### src/rtl/mult_bcd_feeder_if.sv
// mult_bcd_feeder_if: start/operand request and digit result bundle of mult_bcd_feeder
interface mult_bcd_feeder_if;
  logic       start;
  logic [3:0] a;
  logic [3:0] b;
  logic       busy;
  logic       done;
  logic [3:0] d0, d1, d2, d3, d4, d5, d6, d7;
  modport master (output start, a, b, input busy, done, d0, d1, d2, d3, d4, d5, d6, d7);
  modport slave (input start, a, b, output busy, done, d0, d1, d2, d3, d4, d5, d6, d7);
endinterface

### src/rtl/mult_bcd_feeder.sv
// mult_bcd_feeder: 4x4 shift-add multiply then double-dabble to BCD digits for the display driver
// MULT_BCD_HEX_EN drops the BCD conversion and shows the product as two hex digits.
module mult_bcd_feeder (
  input logic clk,
  input logic reset,
  mult_bcd_feeder_if.slave bus
);
  typedef enum logic [1:0] {IDLE, MUL, CONV, DONE} state_t;
  state_t state, state_nxt;
  logic [3:0] ra, rb, mp;
  logic [7:0] mc, acc, acc_nxt;
  logic [2:0] cnt;
  logic [3:0] q0, q1, q2, q6, q7;
  logic go, mul_last, fin;
`ifndef MULT_BCD_HEX_EN
  logic [19:0] sr, sr_adj, sr_nxt;
  logic conv_last;
  function automatic logic [3:0] adj(input logic [3:0] n);
    return n >= 4'd5 ? n + 4'd3 : n;
  endfunction
  assign sr_adj = {adj(sr[19:16]), adj(sr[15:12]), adj(sr[11:8]), sr[7:0]};
  assign sr_nxt = {sr_adj[18:0], 1'b0};
  assign conv_last = state == CONV && cnt == 3'd7;
  assign fin = conv_last;
`else
  assign fin = mul_last;
`endif
  assign acc_nxt = acc + (mp[0] ? mc : 8'd0);
  assign mul_last = state == MUL && cnt == 3'd3;
  always_ff @(posedge clk or negedge reset)
    if (!reset) state <= IDLE;
    else state <= state_nxt;
  always_comb begin
    state_nxt = state;
    go = 1'b0;
    case (state)
      IDLE: begin
        go = bus.start;
        state_nxt = bus.start ? MUL : IDLE;
      end
`ifndef MULT_BCD_HEX_EN
      MUL: state_nxt = mul_last ? CONV : MUL;
      CONV: state_nxt = conv_last ? DONE : CONV;
`else
      MUL: state_nxt = mul_last ? DONE : MUL;
      CONV: state_nxt = IDLE;
`endif
      default: state_nxt = IDLE;
    endcase
    bus.busy = state != IDLE;
    bus.done = state == DONE;
  end
  always_ff @(posedge clk or negedge reset)
    if (!reset) begin
      ra <= '0;
      rb <= '0;
      mp <= '0;
      mc <= '0;
      acc <= '0;
      cnt <= '0;
      {q0, q1, q2, q6, q7} <= '0;
`ifndef MULT_BCD_HEX_EN
      sr <= '0;
`endif
    end else begin
      if (go) begin
        ra <= bus.a;
        rb <= bus.b;
        mc <= {4'd0, bus.a};
        mp <= bus.b;
        acc <= '0;
        cnt <= '0;
      end
      if (state == MUL) begin
        acc <= acc_nxt;
        mc <= mc << 1;
        mp <= mp >> 1;
        cnt <= mul_last ? 3'd0 : cnt + 3'd1;
      end
`ifndef MULT_BCD_HEX_EN
      if (mul_last) sr <= {12'd0, acc_nxt};
      if (state == CONV) begin
        sr <= sr_nxt;
        cnt <= cnt + 3'd1;
      end
      if (fin) {q2, q1, q0} <= sr_nxt[19:8];
`else
      if (fin) {q2, q1, q0} <= {4'd0, acc_nxt};
`endif
      if (fin) {q7, q6} <= {ra, rb};
    end
  assign bus.d0 = q0;
  assign bus.d1 = q1;
  assign bus.d2 = q2;
  assign bus.d3 = 4'd0;
  assign bus.d4 = 4'd0;
  assign bus.d5 = 4'd0;
  assign bus.d6 = q6;
  assign bus.d7 = q7;
endmodule
### src/flat_wrapper.sv
// flat-port wrapper written by rule: the top's interface ports become plain ports
module mult_bcd_feeder_flat 
  (clk, reset, bus_start, bus_a, bus_b, bus_busy, bus_done, bus_d0, bus_d1, bus_d2, bus_d3, bus_d4, bus_d5, bus_d6, bus_d7);
  mult_bcd_feeder_if bus_i ();
  input logic clk;
  input logic reset;
  input wire logic [$bits(bus_i.start)-1:0] bus_start;
  input wire logic [$bits(bus_i.a)-1:0] bus_a;
  input wire logic [$bits(bus_i.b)-1:0] bus_b;
  output wire logic [$bits(bus_i.busy)-1:0] bus_busy;
  output wire logic [$bits(bus_i.done)-1:0] bus_done;
  output wire logic [$bits(bus_i.d0)-1:0] bus_d0;
  output wire logic [$bits(bus_i.d1)-1:0] bus_d1;
  output wire logic [$bits(bus_i.d2)-1:0] bus_d2;
  output wire logic [$bits(bus_i.d3)-1:0] bus_d3;
  output wire logic [$bits(bus_i.d4)-1:0] bus_d4;
  output wire logic [$bits(bus_i.d5)-1:0] bus_d5;
  output wire logic [$bits(bus_i.d6)-1:0] bus_d6;
  output wire logic [$bits(bus_i.d7)-1:0] bus_d7;
  assign bus_i.start = bus_start;
  assign bus_i.a = bus_a;
  assign bus_i.b = bus_b;
  assign bus_busy = bus_i.busy;
  assign bus_done = bus_i.done;
  assign bus_d0 = bus_i.d0;
  assign bus_d1 = bus_i.d1;
  assign bus_d2 = bus_i.d2;
  assign bus_d3 = bus_i.d3;
  assign bus_d4 = bus_i.d4;
  assign bus_d5 = bus_i.d5;
  assign bus_d6 = bus_i.d6;
  assign bus_d7 = bus_i.d7;
  mult_bcd_feeder u_core (.clk(clk), .reset(reset), .bus(bus_i));
endmodule
### config.mk
export PLATFORM = sky130hd
export DESIGN_NAME = mult_bcd_feeder_flat
export DESIGN_NICKNAME = d
export VERILOG_FILES = /design/src/rtl/mult_bcd_feeder_if.sv /design/src/rtl/mult_bcd_feeder.sv /design/src/flat_wrapper.sv
export SDC_FILE = /design/constraint.sdc
export NUM_CORES = 1
export LEC_CHECK = 0
export BUFFER_PORTS_ARGS = -buffer_cell sky130_fd_sc_hd__buf_4
export CAP_MARGIN = 15
export CELL_PAD_IN_SITES_DETAIL_PLACEMENT = 0
export CELL_PAD_IN_SITES_GLOBAL_PLACEMENT = 1
export CORE_MARGIN = 1
export CORE_UTILIZATION = 30
export DETAILED_ROUTE_END_ITERATION = 12
export GPL_ROUTABILITY_DRIVEN = 0
export MAX_ROUTING_LAYER = met4
export PLACE_DENSITY = 0.52
export SYNTH_ARGS = -nofsm -noshare
export SYNTH_HDL_FRONTEND = slang
export SYNTH_SLANG_ARGS = --single-unit
export TNS_END_PERCENT = 30
### constraint.sdc
create_clock -name clk -period 4.43 [get_ports clk]
set_input_delay 0.443 -clock clk [delete_from_list [all_inputs] [get_ports clk]]
set_output_delay 0.443 -clock clk [all_outputs]
set_load 0.02 [all_outputs]
==> results_dict.tcl, run 1 <==
set metrics [dict create \
    status "finished clean" \
    synth_ff_type "dfrtp_1" \
    vias 2646 \
    synth.top_cell.area_share_pct 49.0 \
    clkLatencyLatePin_ps 340 \
    cp.arrival_ps 2680 \
    ant_nets 0 \
    root_buffer "clkbuf_16" \
    crit_chain "and2_1, ha_1, fa_1, a211o_1, a211o_1, a2111o_1, nand3_1" \
    cp-start-kind "register" \
    hold_path.class "in2async" \
    cp_num_buf_inv 0 \
    crit_family "compound AO/OA/AOI/OAI gates" \
    path_common_cell "a211o_1" \
    ir_drop_mv 0.283 \
    cp_max_fo 9 \
    finalNetCount 432 \
    grt_max_degree 74 \
    grt_usage_pct 14.4 \
    drive_gt1_share_pct 17.2 \
    rsz0062_at_grt "false" \
    finish.utilization_pct 36.1 \
    critPathRequiredTime_ps 4710 \
    num_io_pins 45 \
    largestRegisters "u_core.sr x20, u_core.acc x8, u_core.mc x8" \
    start_util_pct 30.9 \
    layout_commonest_cell "dfrtp_1" \
    worst_pin_slew_ps 984 \
    hold_viol 0 \
    ys_ff_latch 73 \
    antenna_found_initial 0 \
    clkSinkCount 73 \
    drc 0 \
    synth_edf_count 0 \
    mostFrequentLayoutCells "73 x dfrtp_1, 56 x nand2_1, 36 x buf_4" \
    post_cts_buffers 0 \
    finalMaxSlewViolations 0 \
    largest-register "u_core.sr" \
    end_kind "register" \
    firstDrtPassIters 4 \
    fmax_mhz 416 \
    die-area_mm2 0.0129 \
    crit_slowest_cell "dfrtp_1" \
    die_h_um 113 \
    drv_cap 0 \
    vias_per_cell 4.65 \
    critPathMaxStageDelay_ps 450 \
    synth-async-reset-ratio_pct 100 \
    cts.htree.levels 3 \
    syn2layout_area_growth_pct 16.9 \
    fin_crit_sh_pct 54.2 \
    syn_avg_cell_area_um2 10.2 \
    drt_iter0_markers 88 \
    dp_hpwl_um 5360 \
    clkTransAtPathRegs_ps 60 \
    port_buffers 32 \
    largest_register_ffs 20 \
    cts_resized 0 \
    synth_area_leaders "dfrtp_1 49%, ha_1 7.1%, mux2_2 5.7%" \
    syn-cell-area_mm2 0.00373 \
    n_antenna_cell 0 \
    powerDensity_mw_per_mm2 546 \
    setup_viol 0 \
    max-slew-margin-rel_pct 34.4 \
    crit_type "reg2reg" \
    yosysSeqAreaShare_pct 49.0 \
    route.detailed.wl_per_inst_um 14.1 \
    yosysUniqueCellTypes 45 \
    fp.dieW_um 113 \
    grt_pass1_vias 2640 \
    row_count 40 \
    synth_top_area_cell "dfrtp_1" \
    cts_hold_buf 0 \
    tns_ps 0 \
    period_needed_ps 2400 \
    design.core.area_mm2 0.0121 \
    clock_path_buffers 2 \
    finalWirelength_um 8020 \
    grt-ovfl-total 0 \
    leakage_nw 2.15 \
    fin_skew_ps 6.60 \
    grt_pass1_wl_um 13600 \
    ys_warn_count 0 \
    cts_buffers 9 \
    synthCells 367 \
    cts_tree "built" \
]
## synth_stat cells (2+ instances only)
master     n
o22ai_1    4
mux2_2    19
inv_1     12
nand3_1   10
mux2i_1   11
a211oi_1   3
a21oi_1   18
clkbuf_1  13
o21a_1     2
a21o_1     8
buf_4     12
nor2_1     9
o21ai_0   32
nor3_1     4
nand2_1   56
clkinv_1   2
o31ai_1    2
or3_1      2
and3_1     7
dfrtp_1   73
o211ai_1   2
ha_1      21
nand2b_1   4
nor3b_1    3
a22o_1     2
xnor2_1    4
a211o_1    4
and2_1    11
## metrics by stage
stage | instance area [µm²] | power (mW) | hold WS (ps) | setup WS [ps] | cells
6_report | 4360 | 2.38 | 266 | 2030 | 569
5_1_grt | 4360 | 2.58 | 340 | 1870 | 569
4_1_cts | 4360 | 2.43 | 305 | 2010 | 569
3_5_place_dp | 4100 | 1.76 | 466 | 2020 | 556
3_3_place_gp | 4100 | 1.75 | 465 | 2060 | 556
2_1_floorplan | 3770 | 1.54 | 147 | 2200 | 378
## area by class of cell
class	instances	area, µm²
repair buffers	36	270
multi-input cells	265	1740
inverters	14	52.6
well taps	168	210
clock inverters	1	5.00
clock buffers	12	246
flip-flops and latches	73	1830
fillers	1234	7710
## worst reg2reg max path, stage by stage, from the launching register on
cell and delay (ps):
dfrtp_1 450, and2_1 170, ha_1 210, fa_1 430
a211o_1 300, a211o_1 310, a2111o_1 370, nand3_1 90
## per-layer routing
layer  wire (µm)  up-vias  GRT usage (%)
met4         154        0           5.79
met2        3690       55           22.4
met1        3850     1261           17.5
met5           0        -              -
met3         326        9           4.25
li1            -     1321              -
## logic make-up after synthesis
family                     share of synthesized area [%]
adders and majority gates                           7.59
AOI/OAI and AO/OA                                   14.1
muxes                                               8.70
buffers and inverters                               5.27
DFF                                                 49.0
xor gates and xnor gates                            1.18
and+or+nand+nor                                     14.0
other                                              0.101
## power by group
part,internal [mW],leakage (nW),switching [mW]
combinational,0.305,1.06,0.456
sequential,0.847,0.965,0.123
clock,0.384,0.124,0.261
## path summary, 6_finish.rpt
kind,start,end,slack [ps],cells after the start
setup / recovery,u_core.mp[0],u_core.sr[6],2030,7
hold / removal,reset,u_core.cnt[2],270,1
setup reg to reg,u_core.mp[0],u_core.sr[6],2030,7
hold reg to reg,u_core.ra[0],u_core.ra[0],480,2
max in group asynchronous,reset,u_core.bus.d6[2],3530,1
min in group clk,bus_b[3],u_core.rb[3],340,3
Power figures use the tool's default switching activity.
==> inputs of run 2 (changes only) <==
--- a/config.mk
+++ b/config.mk
@@ -14,7 +14,7 @@
 export DETAILED_ROUTE_END_ITERATION = 12
 export GPL_ROUTABILITY_DRIVEN = 0
 export MAX_ROUTING_LAYER = met4
-export PLACE_DENSITY = 0.52
+export PLACE_DENSITY = 0.55
 export SYNTH_ARGS = -nofsm -noshare
 export SYNTH_HDL_FRONTEND = slang
 export SYNTH_SLANG_ARGS = --single-unit
==> constraint.sdc (replaced) <==
create_clock -name clk -period 2.1 [get_ports clk]
set_input_delay 0.21 -clock clk [delete_from_list [all_inputs] [get_ports clk]]
set_output_delay 0.21 -clock clk [all_outputs]
set_load 0.02 [all_outputs]
==> run 2 against run 1 <==
  * The flow now finishes with violations (setup timing)
  * Utilization up 1.8 points
  * Worst hold slack worse by 170 ps
  * Clock power up 110%
  * Register-to-register slack worse by 2100 ps
  * Setup slack worse by 2100 ps
  * Via count up 2.3%
  * Final area up 5.0%
  * Critical endpoint unchanged
  * Highest routed layer unchanged
  * Largest power group unchanged
  * Flip-flop and latch count unchanged
  * Global-route usage up 0.38 points
  * Sequential share of layout area down 2.0 points
  * Die area unchanged
==> results_dict.tcl, run 2 (synthesized netlist as in run 1, its figures left out) <==
set metrics [dict create \
    die_h_um 113 \
    min-delay-start "bus_b[3]" \
    grt-ovfl-total 0 \
    cts_buffers 9 \
    end_kind "register" \
    crit_type "reg2reg" \
    antenna_found_initial 0 \
    rrSetupSlack_ps -80 \
    whs_path_depth 3 \
    drc 0 \
    ir_drop_mv 0.583 \
    largestRegisters "u_core.sr x20, u_core.acc x8, u_core.mc x8" \
    cts_tree "built" \
    clkSinkCount 73 \
    leakage_nw 2.25 \
    route.detailed.wl_per_inst_um 14.1 \
    setup_viol 2 \
    r2r_end "u_core.sr[6]" \
    num_io_pins 45 \
    mostFrequentLayoutCells "73 x dfrtp_1, 56 x nand2_1, 54 x buf_4" \
    cp.arrival_ps 2440 \
    violations "setup timing" \
    powerDensity_mw_per_mm2 1140 \
    hold_path.class "in2reg" \
    hold_viol 0 \
    syn2layout_area_growth_pct 22.8 \
    period_needed_ps 2180 \
    grt_pass1_vias 2799 \
    firstDrtPassIters 4 \
    start_util_pct 30.9 \
    n_antenna_cell 0 \
    cp_max_fo 4 \
    reg2regPathDepth 7 \
    cts.htree.levels 3 \
    drv_cap 0 \
    tns_ps -88.4 \
    status "complete, but fails checks" \
    vias 2707 \
    root_buffer "clkbuf_16" \
    fin_skew_ps 5.36 \
    fin_ws_ps -79.9 \
    hold-path-endpoint "u_core.rb[3]" \
    design.core.area_mm2 0.0121 \
    largest-register "u_core.sr" \
    ant_nets 0 \
    finalMaxSlewViolations 0 \
    fp.dieW_um 113 \
    rsz0062_at_grt "true" \
    finalWirelength_um 8320 \
    clkLatencyLatePin_ps 330 \
    clock_path_buffers 2 \
    fin_crit_sh_pct 104 \
    dp_hpwl_um 5920 \
    vias_per_cell 4.58 \
    grt_pass1_wl_um 14100 \
    critPathRequiredTime_ps 2360 \
    grt_max_degree 33 \
    fmax_mhz 459 \
    post_cts_buffers 0 \
    die-area_mm2 0.0129 \
    largest_register_ffs 20 \
    drt_iter0_markers 80 \
    cp-start-kind "register" \
    rr_startpoint "u_core.mc[0]" \
    row_count 40 \
    layout_commonest_cell "dfrtp_1" \
    crit_start "u_core.mc[0]" \
    drive_gt1_share_pct 22.9 \
    dpl_cell_area_mm2 0.00426 \
    grt_usage_pct 14.7 \
    port_buffers 32 \
    finalNetCount 452 \
    clkTransAtPathRegs_ps 60 \
    final_cell_area_mm2 0.00457 \
]
run 2: cell types whose count changed in the layout (fill, tap and decap cells not counted), sizes merged:
| cell | previous run | this run |
|---|---|---|
| clkinvlp | 0 | 2 |
| buf | 36 | 55 |
| dlygate4sd3 | 0 | 1 |
run 2: worst max-delay path by stage:
stage / endpoint / cells after the start
after global placement: u_core.sr[6] / 7
after global routing: u_core.sr[6] / 7
final: u_core.sr[6] / 7
after detailed placement: u_core.sr[6] / 7
after floorplan: u_core.sr[6] / 7
after CTS: u_core.sr[6] / 7
run 2: cell type report:
type	count	area, µm²
tap	168	210
fill	1210	7490
timing repair buffer	56	435
clock buffer	12	246
inverter	14	56.3
sequential	73	1830
clock inverter	3	17.5
multi-input combinational	265	1780
run 2: what timing repair did:
item | CTS | global route
hold buffers | 1 | 0
gates resized for setup | 0 | 8
endpoints found under the hold margin | 30 | 0
endpoints found under the setup margin | 2 | 8
pin swaps | 1 | 3
run 2: critical path: stages (launching register included):
cell and delay [ps]:
dfrtp_1 380, and2_4 170, ha_4 150, fa_2 370
a211o_1 290, a211o_1 310, a2111o_1 380, nand3_1 80
run 2: power by group:
| group | leakage [nW] | internal, mW | switching (mW) |
|---|---|---|---|
| sequential | 0.965 | 1.79 | 0.272 |
| clock | 0.128 | 0.822 | 0.562 |
| combinational | 1.16 | 0.755 | 1.00 |
run 2: metal layers:
layer	up-vias	track usage [%]	part of all wire, %
met2	38	24.7	49
li1	1365	-	-
met4	0	5.26	1.5
met3	10	3.51	2.3
met5	-	-	0
met1	1294	17.3	47
run 2: metrics by stage:
step | hold WS (ps) | util (%) | power (mW) | cells | worst slack (ps)
finish | 92.7 | 37.9 | 5.20 | 591 | -79.9
global route | 104 | 37.9 | 5.65 | 591 | -139
CTS | 80.7 | 37.6 | 5.26 | 591 | -118
detailed placement | 196 | 35.4 | 3.83 | 575 | -90.9
global placement | 199 | 35.4 | 3.80 | 575 | -65.3
floorplan | -85.6 | - | 3.25 | 378 | -70.0
